**src/rtl/skid_buffer_pkg.sv**
```systemverilog
// Shared types for the skid_buffer register slice: state encoding and occupancy width.
package skid_buffer_pkg;

    localparam int OCC_W = 2;

    typedef enum logic [1:0] {
        EMPTY = 2'd0,
        ONE   = 2'd1,
        FULL  = 2'd2
    } state_e;

    // State encoding doubles as the word count held by the slice.
    function automatic logic [OCC_W-1:0] occupancy(input state_e s);
        return s;
    endfunction

endpackage

```
**src/rtl/skid_buffer.sv**
```systemverilog
// Two-entry valid/ready slice with a fully registered ready path (main + skid registers).
// Optional occupancy output `count_o` is built only when SKID_BUFFER_OCCUPANCY_EN is defined.
module skid_buffer
    import skid_buffer_pkg::*;
#(
    parameter int width_p = 10
) (
    input  logic               clk_i,
    input  logic               reset_ni,
    input  logic [width_p-1:0] data_i,
    input  logic               valid_i,
    output logic               ready_o,
    output logic               valid_o,
    output logic [width_p-1:0] data_o,
`ifdef SKID_BUFFER_OCCUPANCY_EN
    output logic [OCC_W-1:0]   count_o,
`endif
    input  logic               ready_i
);

    state_e             state, state_nxt;
    logic [width_p-1:0] main_q, skid_q;
    logic               accept, emit;
    logic               load_main, load_skid, main_from_skid;

    assign accept = valid_i & ready_o;
    assign emit   = valid_o & ready_i;
    assign data_o = main_q;

    always_comb begin
        state_nxt      = state;
        load_main      = 1'b0;
        load_skid      = 1'b0;
        main_from_skid = 1'b0;
        case (state)
            EMPTY: begin
                if (accept) begin
                    load_main = 1'b1;
                    state_nxt = ONE;
                end
            end
            ONE: begin
                if (accept && emit) begin
                    load_main = 1'b1;
                end else if (accept) begin
                    // Consumer stalled this cycle: park the word taken on the registered ready.
                    load_skid = 1'b1;
                    state_nxt = FULL;
                end else if (emit) begin
                    state_nxt = EMPTY;
                end
            end
            FULL: begin
                if (emit) begin
                    load_main      = 1'b1;
                    main_from_skid = 1'b1;
                    state_nxt      = ONE;
                end
            end
            default: state_nxt = EMPTY;
        endcase
    end

    always_ff @(posedge clk_i or negedge reset_ni) begin
        if (!reset_ni) begin
            state   <= EMPTY;
            valid_o <= 1'b0;
            ready_o <= 1'b0;
            main_q  <= '0;
            skid_q  <= '0;
`ifdef SKID_BUFFER_OCCUPANCY_EN
            count_o <= '0;
`endif
        end else begin
            state   <= state_nxt;
            valid_o <= (state_nxt != EMPTY);
            ready_o <= (state_nxt != FULL);
`ifdef SKID_BUFFER_OCCUPANCY_EN
            count_o <= occupancy(state_nxt);
`endif
            if (load_main)
                main_q <= main_from_skid ? skid_q : data_i;
            if (load_skid)
                skid_q <= data_i;
        end
    end

endmodule

```
**config.mk**
```make
export PLATFORM = sky130hd
export DESIGN_NAME = skid_buffer
export DESIGN_NICKNAME = d
export VERILOG_FILES = /design/src/rtl/skid_buffer_pkg.sv /design/src/rtl/skid_buffer.sv
export SDC_FILE = /design/constraint.sdc
export NUM_CORES = 1
export LEC_CHECK = 0
export CAP_MARGIN = 0
export CORE_UTILIZATION = 48
export DETAILED_ROUTE_END_ITERATION = 10
export PLACE_DENSITY = 0.88
export SLEW_MARGIN = 40
export SYNTH_ARGS = -nofsm -noshare
export SYNTH_HDL_FRONTEND = slang
export SYNTH_SLANG_ARGS = --single-unit
```
**constraint.sdc**
```tcl
create_clock -name clk_i -period 2.05 [get_ports clk_i]
set_clock_uncertainty 0.05 [all_clocks]
set_input_delay 0.205 -clock clk_i [delete_from_list [all_inputs] [get_ports clk_i]]
set_output_delay 0.205 -clock clk_i [all_outputs]
set_load 0.02 [all_outputs]
```
-- Word-level counts from Yosys, hierarchy flattened
Cells that the tools add are included.
- register bits: 24
- bits of input ports: 14
- word-level logic and storage cells: 27
- equal/unequal tests: 3
- muxes and demuxes: 14
- bitwise gates (word level): 2
- reductions and logical operators: 3
- operators with widths (kind ; count):
    10-bit 2-to-1 mux ; 1
    2-bit 2-to-1 mux ; 5
    1-bit 2-to-1 mux ; 6
    2-bit case mux with 3 select lines ; 1
    1-bit case mux with 3 select lines ; 1
    1-bit AND ; 2
    2-bit by 1-bit equality test with 1-bit output, second input constant ; 1
    2-bit equality test, second input constant ; 1
    2-bit zero test ; 1
    2-bit inequality test, second input constant ; 1
    2-bit nonzero test ; 1
    1-bit logical AND ; 1

-- Depth between registers and ports, before layout
Gate-level depths: netlist of run 1.
- word-level depth: 6
- mapped depth: 4
- gate-level depth less buffers: 3

-- Least setup slack after synthesis of run 1
OpenSTA, ideal clock, no wires.
- path type: register to register
- start point: reg valid_o
- end point: reg skid_q[2]
- arrival: 1.576 ns
- slack: 0.299 ns
- stages on the path, launching flop included: 5
- buffers on the path: 1
- period minus slack after synthesis: 1.751 ns
- path through: dfrtp_1 > a21boi_4 > or3b_4 > buf_6 > mux2_4
- cells in the longest elaborated chain, start to end: 4
- ends and longest elaborated chain (item ; line ; text):
    start, declared ; skid_buffer.sv:13 ; output logic valid_o,
    start signal, assigned ; skid_buffer.sv:76 ; valid_o <= (state_nxt != EMPTY);
    1-bit AND ; skid_buffer.sv:27 ; assign emit = valid_o & ready_i;
    1-bit logical AND ; skid_buffer.sv:43 ; if (accept && emit) begin
    1-bit 2-to-1 mux ; skid_buffer.sv:43 ;
    1-bit 2-to-1 mux ; skid_buffer.sv:35 ; case (state)
    end signal, assigned ; skid_buffer.sv:84 ; skid_q <= data_i;
    end, declared ; skid_buffer.sv:22 ; logic [width_p-1:0] main_q, skid_q;
No other way between the ends.
A chain may end at the register's enable or synchronous reset.

-- Worst setup path in the final report of run 1
- start point: reg valid_o
- end point: reg skid_q[7]
Same word-level chain as after synthesis.

==> results.cfg, run 1 <==
[synth]
yosys_warnings = 0
syn-num-nets = 83
async_flop_share = 1.00
synth_area_leaders = dfrtp_1 54%, mux2_2 22%, mux2_4 11%
synth_top_area_frac = 0.545
synth-seq-cells = 24
yosysMostFrequentCell = dfrtp_1
syn_inst = 69
synth_edf_count = 0
synth_ff_type = dfrtp_1
synth_top_area_cell = dfrtp_1
avgSynthCellArea_um2 = 16.0
synth.distinct_cells = 16
yosysSeqAreaShare = 0.545
synth_area_um2 = 1100
synth_commonest_cells = 24 x dfrtp_1, 22 x mux2_2, 8 x mux2_4

[cells_and_area]
nFillCells = 152
fin_area_um2 = 1440
diodes = 0
fin_nets = 113
layoutNonFillerInstCount = 125
final_util = 0.696
drive_gt1_frac = 0.408
areaGrowthSynthToFinish_pct = 30.2

[clock_network]
cts_tree = yes
cts_resized = 0
ctsHtreeMaxLevel = 1
hold_buffers = 0
cts_sinks = 24
clkTransAtPathRegs_ns = 0.14
numCtsBuffers = 3
root_buffer = clkbuf_4
worstSkewPairLatency_ns = 0.31
post_cts.repair.setup_buffers = 0
clock_path_buffers = 2

[critical_path]
path_max_fanout = 12
cp_num_buf_inv = 0
rr_startpoint = valid_o
critPathRequiredTime_ns = 2.21
cp_top_family = simple AND/OR/NAND/NOR gates
cpPeakStageDelay_ns = 0.53
cp_slowest_cell = or3b_4
worstPathArrival_ns = 1.88
path_cells = a21boi_4, or3b_4, mux2_4
crit_start = valid_o
worstSetupPathType = flop to flop
start_kind = flop
cp-end-kind = flop

[timing]
hold_slack_ns = 0.193
setup_violations = 0
hold_viol = 0
relSlewSlack = 0.621
rsz0062_at_grt = false
fmax_ghz = 0.582
tns_ns = 0
final_max_slew_viol_count = 0
layout_setup_ws_ns = 0.332
finalCriticalPeriod_ns = 1.72
worst_slew_pin_slew_ns = 0.568
fin_crit_sh = 0.838

[routing]
top_layer_used = met4
post-route-drc-count = 0
detail-route-antenna-nets = 0
first_pass_iters = 1
wire_per_inst_um = 16.5
met3WireLength_um = 92
wl_met2_mm = 1.02
wl_met1_um = 909
via_per_inst = 5.34
vias = 668
drtIter0Drc = 0
wl_mm = 2.06

[global_routing]
grt_max_degree = 25
grt-ovfl-total = 0
grt_antenna_before_repair = 0
grt_pass1_wl_mm = 3.41
grt_pass1_vias = 725
grt_usage = 0.190

[worst_hold_path]
hp-class = input port to async pin

[run]
drv_cap = 0

[die]
die_area_um2 = 2490
die-height_um = 49.9
ios = 26
start_util = 0.535
core_um2 = 2060
die_x_um = 49.9
rows = 16

[place]
dpl_cell_area_um2 = 1380
routabilityCongestion = 0.690
pre_cts_ws_ns = 0.0947
dp.cells = 121
dp_hpwl_mm = 1.37
portBuffers = 25

[outcome]
status = completed

[power]
fin_total_pwr_mw = 2.23
p_leak_nw = 0.620
ir_drop_v = 0.000859
power_density_nw_per_um2 = 1560
final cells by class:
cell class	count	area [um^2]	area share
sequential	24	601	0.418
multi-input combinational	43	483	0.337
timing repair buffer	27	265	0.185
tap	27	33.8	0.0235
clock inverter	1	30.0	0.0209
clock buffer	3	22.5	0.0157
kinds of logic after synthesis:
family | count (synthesis) | synth area share
buffers and inverters | 2 | 0.0170
AOI/OAI and AO/OA | 7 | 0.0613
and+or+nand+nor | 5 | 0.0352
DFF | 24 | 0.545
muxes | 30 | 0.334
xor gates and xnor gates | 1 | 0.00795
path summary, 6_finish.rpt:
check / depth (start not counted) / endpoint / slack, ns
setup reg to reg: 3 / skid_q[7] / 0.33
hold / removal: 2 / state[1] / 0.19
hold reg to reg: 1 / skid_q[0] / 0.48
setup / recovery: 3 / skid_q[7] / 0.33
max in group asynchronous: 2 / data_o[1] / 1.52
min in group clk_i: 1 / skid_q[0] / 0.48
registers in the layout (all words and copies together), names as in the netlist:
register	count
state	2
data_o	10
valid_o	1
skid_q	10
ready_o	1
metal layers:
| layer | vias up | GRT usage |
|---|---|---|
| met5 | - | 0 |
| met1 | 339 | 0.221 |
| met2 | 18 | 0.329 |
| met3 | 4 | 0.0463 |
| li1 | 307 | - |
| met4 | 0 | 0.0857 |
report_power, final:
part | internal [mW] | switching (mW)
clock network | 0.197 | 0.143
registers | 0.715 | 0.153
logic | 0.601 | 0.423
cell usage in the layout (no fill, tap or decap):
cell | netlist | layout
buf_4 | 1 | 2
mux2_2 | 22 | 22
o21a_1 | 1 | 1
a21oi_1 | 1 | 1
xor2_1 | 1 | 1
or3b_4 | 1 | 1
clkbuf_4 | 0 | 3
dfrtp_1 | 24 | 24
o21ai_0 | 3 | 3
and2_1 | 1 | 1
bufinv_16 | 0 | 1
nand2_1 | 1 | 1
clkdlybuf4s50_1 | 0 | 25
or2b_2 | 1 | 1
mux2_4 | 8 | 8
a21boi_4 | 1 | 1
o31ai_4 | 1 | 1
nand4b_1 | 1 | 1
(Power assumes the default switching activity.)
==> run 2: changes to the inputs <==
clock period = 1.68 ns   (was 2.05 ns; I/O delays follow)
==> run 2 against run 1 <==
  * Sequential power rose by 22%
  * Via count increased by 0.90%
  * Combinational power grew 28%
  * Wire length is 5.8% lower
  * Critical path type unchanged
  * Critical endpoint is now skid_q[3]
  * Largest power group unchanged
  * Highest routed layer is now met3
==> results.cfg, run 2 (same netlist as run 1, synthesis figures left out) <==
[cells_and_area]
multi_input_area_um2 = 483
final_util = 0.721
regArea_um2 = 603
nFillCells = 142
fin_nets = 119
diodes = 0
areaGrowthSynthToFinish_pct = 34.8
drive_gt1_frac = 0.462
mostFrequentLayoutCell = clkdlybuf4s50_1
layout_common_cells = 25 x clkdlybuf4s50_1, 22 x mux2_2, 22 x dfrtp_1

[global_routing]
grt_usage = 0.189
grt-ovfl-total = 0
grt_max_degree = 25
grt_pass1_vias = 768
grt_pass1_wl_mm = 3.49
grt_antenna_before_repair = 0

[clock_network]
cts_tree = yes
clkTransAtPathRegs_ns = 0.13
hold_buffers = 0
cts_sinks = 24
ctsHtreeMaxLevel = 1
numCtsBuffers = 3
root_buffer = clkbuf_4
clock_path_buffers = 2
worstSkewPairLatency_ns = 0.30

[power]
pwr-share-seq = 0.381
power_density_nw_per_um2 = 1870
fin_total_pwr_mw = 2.78
switching_share = 0.312
ir_drop_v = 0.00105
p_leak_nw = 0.647
p_int_mw = 1.92
p_comb_frac = 0.472
p_clk_frac = 0.148
p_switching_mw = 0.868

[timing]
relSlewSlack = 0.801
final_max_slew_viol_count = 0
setup_violations = 0
worst_slew_pin_slew_ns = 0.299
hold_viol = 0
finalCriticalPeriod_ns = 1.58
rsz0062_at_grt = false
hold_slack_ns = 0.153
fmax_ghz = 0.633
fin_crit_sh = 0.940

[routing]
vias = 674
post-route-drc-count = 0
first_pass_iters = 4
detail-route-antenna-nets = 0
wire_per_inst_um = 14.8
via_per_inst = 5.15
wl_mm = 1.94
drtIter0Drc = 6

[place]
dp_hpwl_mm = 1.39
portBuffers = 25
routabilityCongestion = 0.714

[critical_path]
cp_slowest_cell = or3b_4
worstPathArrival_ns = 1.74
path_cells = a21boi_4, or3b_4, mux2_4
worst-r2r-setup-slack_ns = 0.10
worstSetupPathType = flop to flop
start_kind = flop
cpPeakStageDelay_ns = 0.51
cp-end-kind = flop
critPathRequiredTime_ns = 1.84
path_max_fanout = 12

[die]
ios = 26
die-height_um = 49.9
rows = 16
die_area_um2 = 2490
die_x_um = 49.9
core_um2 = 2060
start_util = 0.535

[run]
drv_cap = 0

[outcome]
status = completed

[worst_hold_path]
hp-class = input port to async pin
## run 2: cell count changes in the layout (fill, tap and decap cells not counted), sizes merged
cell / delta
buf: +6
## run 2: final cells by class
class                      count  share of cell area
sequential                    24               0.406
clock buffer                   3              0.0152
tap                           27              0.0227
clock inverter                 1              0.0202
multi-input combinational     43               0.325
timing repair buffer          33               0.211
## run 2: what timing repair did
action	in CTS	in global routing
gates resized for setup	0	2
endpoints found under the hold margin	0	0
buffers inserted	0	0
endpoints found under the setup margin	0	8
## run 2: critical path: cells and delay by family (launching register included)
| family | cells | cell delay [ns] |
|---|---|---|
| AO/OA/AOI/OAI | 1 | 0.13 |
| AND/OR/NAND/NOR | 1 | 0.51 |
| multiplexers | 1 | 0.33 |
| flip-flops | 1 | 0.46 |
## run 2: metal layers
metal  vias to the layer above  GRT usage  routed length [um]  share of wire
li1                        318          -                   -              -
met1                       333      0.237                 876           0.45
met2                        23      0.329                 973           0.50
met3                         0     0.0309                  88          0.045
met4                         0     0.0571                   0              0
met5                         -          0                   0              0
## run 2: metrics by stage
step / area [um^2] / setup TNS, ns / std cells / setup slack (ns)
after CTS: 1480 / 0 / 131 / 0.0738
after global placement: 1430 / -2.70 / 127 / -0.162
after detailed placement: 1430 / -3.03 / 127 / -0.175
final: 1490 / 0 / 131 / 0.101
after floorplan: 1100 / -0.116 / 69 / -0.0145
after global routing: 1490 / 0 / 131 / 0.0163
## run 2: path summary, 6_finish.rpt
kind                       startpoint   endpoint  cells past startpoint
max                           valid_o  skid_q[3]                      3
min                          reset_ni  skid_q[7]                      2
max reg2reg                   valid_o  skid_q[3]                      3
min reg2reg                 data_o[2]  data_o[2]                      1
max in group asynchronous    reset_ni   state[1]                      2
min in group clk_i          data_i[6]  skid_q[6]                      2
## run 2: power groups by stage
stage	clock (mW)	sequential, mW	combinational [mW]
2_1_floorplan	0	1.21	0.642
3_3_place_gp	0	1.05	1.27
3_5_place_dp	0	1.07	1.31
4_1_cts	0.426	1.06	1.32
5_1_grt	0.453	1.11	1.40
6_report	0.411	1.06	1.31
==> run 3: changes to the inputs <==
CORE_MARGIN = 2   (was not set)
==> run 3 against run 2 <==
  * Register-to-register slack worse by 0.03 ns
  * Worst setup slack worse by 0.035 ns
  * Maximum frequency down 2.2%
  * Total power down 4.6%
  * Count of clock-buffer cells in the layout up 1
  * Die area up 8.2%
  * Utilization down 5.0 points
  * Cell count up 0.76%
  * Combinational power up 3%
  * Critical path depth unchanged
  * Non-clock buffer count unchanged
  * First-iteration DRC count down 50%
==> results.cfg, run 3 (same netlist as run 1, synthesis figures left out) <==
[place]
portBuffers = 25
dp_hpwl_mm = 1.43
routabilityCongestion = 0.696
pre_cts_ws_ns = -0.208

[routing]
vias = 666
wire_per_inst_um = 14.7
wl_mm = 1.95
post-route-drc-count = 0
via_per_inst = 5.05
detail-route-antenna-nets = 0
drtIter0Drc = 3
first_pass_iters = 2

[die]
die-height_um = 51.9
die_area_um2 = 2700
die_x_um = 51.9
start_util = 0.503
ios = 26
rows = 17
core_um2 = 2190

[cells_and_area]
diodes = 0
fin_nets = 119
nFillCells = 154
layout_common_cells = 25 x clkdlybuf4s50_1, 23 x dfrtp_1, 22 x mux2_2
mostFrequentLayoutCell = clkdlybuf4s50_1
areaGrowthSynthToFinish_pct = 33.3
final_util = 0.670
drive_gt1_frac = 0.442

[critical_path]
path_max_fanout = 12
r2r_cells = 3
start_kind = flop
reg2reg_to = skid_q[2]
worst-r2r-setup-slack_ns = 0.07
worstPathArrival_ns = 1.76
critPathRequiredTime_ns = 1.83
worstSetupPathType = flop to flop
rr_startpoint = valid_o
cp-end-kind = flop

[clock_network]
post_cts.repair.setup_buffers = 0
hold_buffers = 0
worstSkewPairLatency_ns = 0.31
ctsHtreeMaxLevel = 1
cts_resized = 0
clkTransAtPathRegs_ns = 0.13
cts_tree = yes
root_buffer = clkbuf_4
clock_path_buffers = 2
numCtsBuffers = 3
cts_sinks = 24

[timing]
final_max_slew_viol_count = 0
layout_setup_ws_ns = 0.0657
setup_violations = 0
fmax_ghz = 0.619
relSlewSlack = 0.800
fin_crit_sh = 0.961
finalCriticalPeriod_ns = 1.61
rsz0062_at_grt = false
hold_viol = 0
worst_slew_pin_slew_ns = 0.300

[global_routing]
grt_usage = 0.168
grt_max_degree = 25
grt_antenna_before_repair = 0
grt_pass1_vias = 711
grt_pass1_wl_mm = 3.30
grt-ovfl-total = 0

[power]
ir_drop_v = 0.00104
power_density_nw_per_um2 = 1810
p_leak_nw = 0.639

[run]
drv_cap = 0

[worst_hold_path]
hp-class = input port to async pin

[outcome]
status = completed
[run 3: cell count changes in the layout (fill, tap and decap cells not counted)]
cell | previous run | this run
buf_12 | 0 | 1
buf_6 | 1 | 0
bufinv_16 | 1 | 0
clkbuf_1 | 0 | 1
dfrtp_1 | 22 | 23
dfrtp_2 | 2 | 1
[run 3: cell type report]
cell class	instances	area, um^2	area share
clock buffers	4	26.3	0.0179
flip-flops and latches	24	602	0.410
well taps	28	35.0	0.0239
multi-input cells	43	483	0.329
repair buffers	33	323	0.220
[run 3: worst max-delay path by stage]
stage	start	to	slack (ns)	cells after the start
4_1_cts	valid_o	skid_q[2]	0.07	3
3_5_place_dp	ready_i	skid_q[8]	-0.21	4
2_1_floorplan	valid_o	skid_q[2]	-0.01	4
5_1_grt	state[1]	data_o[0]	0.002	5
6_report	valid_o	skid_q[2]	0.07	3
3_3_place_gp	ready_i	skid_q[4]	-0.16	4
[run 3: critical path, cell delays in order, from the launching register on]
cell	delay [ns]
dfrtp_2	0.46
a21boi_4	0.15
or3b_4	0.51
mux2_4	0.33
[run 3: stage by stage]
stage / total power, mW / hold WS (ns) / setup TNS (ns) / area [um^2] / instances
CTS: 2.68 / 0.174 / 0 / 1470 / 132
detailed placement: 2.43 / 0.441 / -3.73 / 1440 / 128
global placement: 2.38 / 0.437 / -2.77 / 1440 / 128
finish: 2.66 / 0.164 / 0 / 1470 / 132
floorplan: 1.86 / -0.178 / -0.116 / 1100 / 69
global route: 2.82 / 0.179 / 0 / 1470 / 132
[run 3: report_power, final]
group | switching [mW] | internal [mW]
Clock | 0.161 | 0.0926
Combinational | 0.520 | 0.830
Sequential | 0.177 | 0.875
Total | 0.859 | 1.80
[run 3: metal layers]
| metal | up-vias | GRT usage | wire (um) |
|---|---|---|---|
| met1 | 328 | 0.213 | 871 |
| met4 | 0 | 0.0833 | 17 |
| met5 | - | 0 | 0 |
| met2 | 14 | 0.278 | 987 |
| li1 | 322 | - | - |
| met3 | 2 | 0.0259 | 69 |
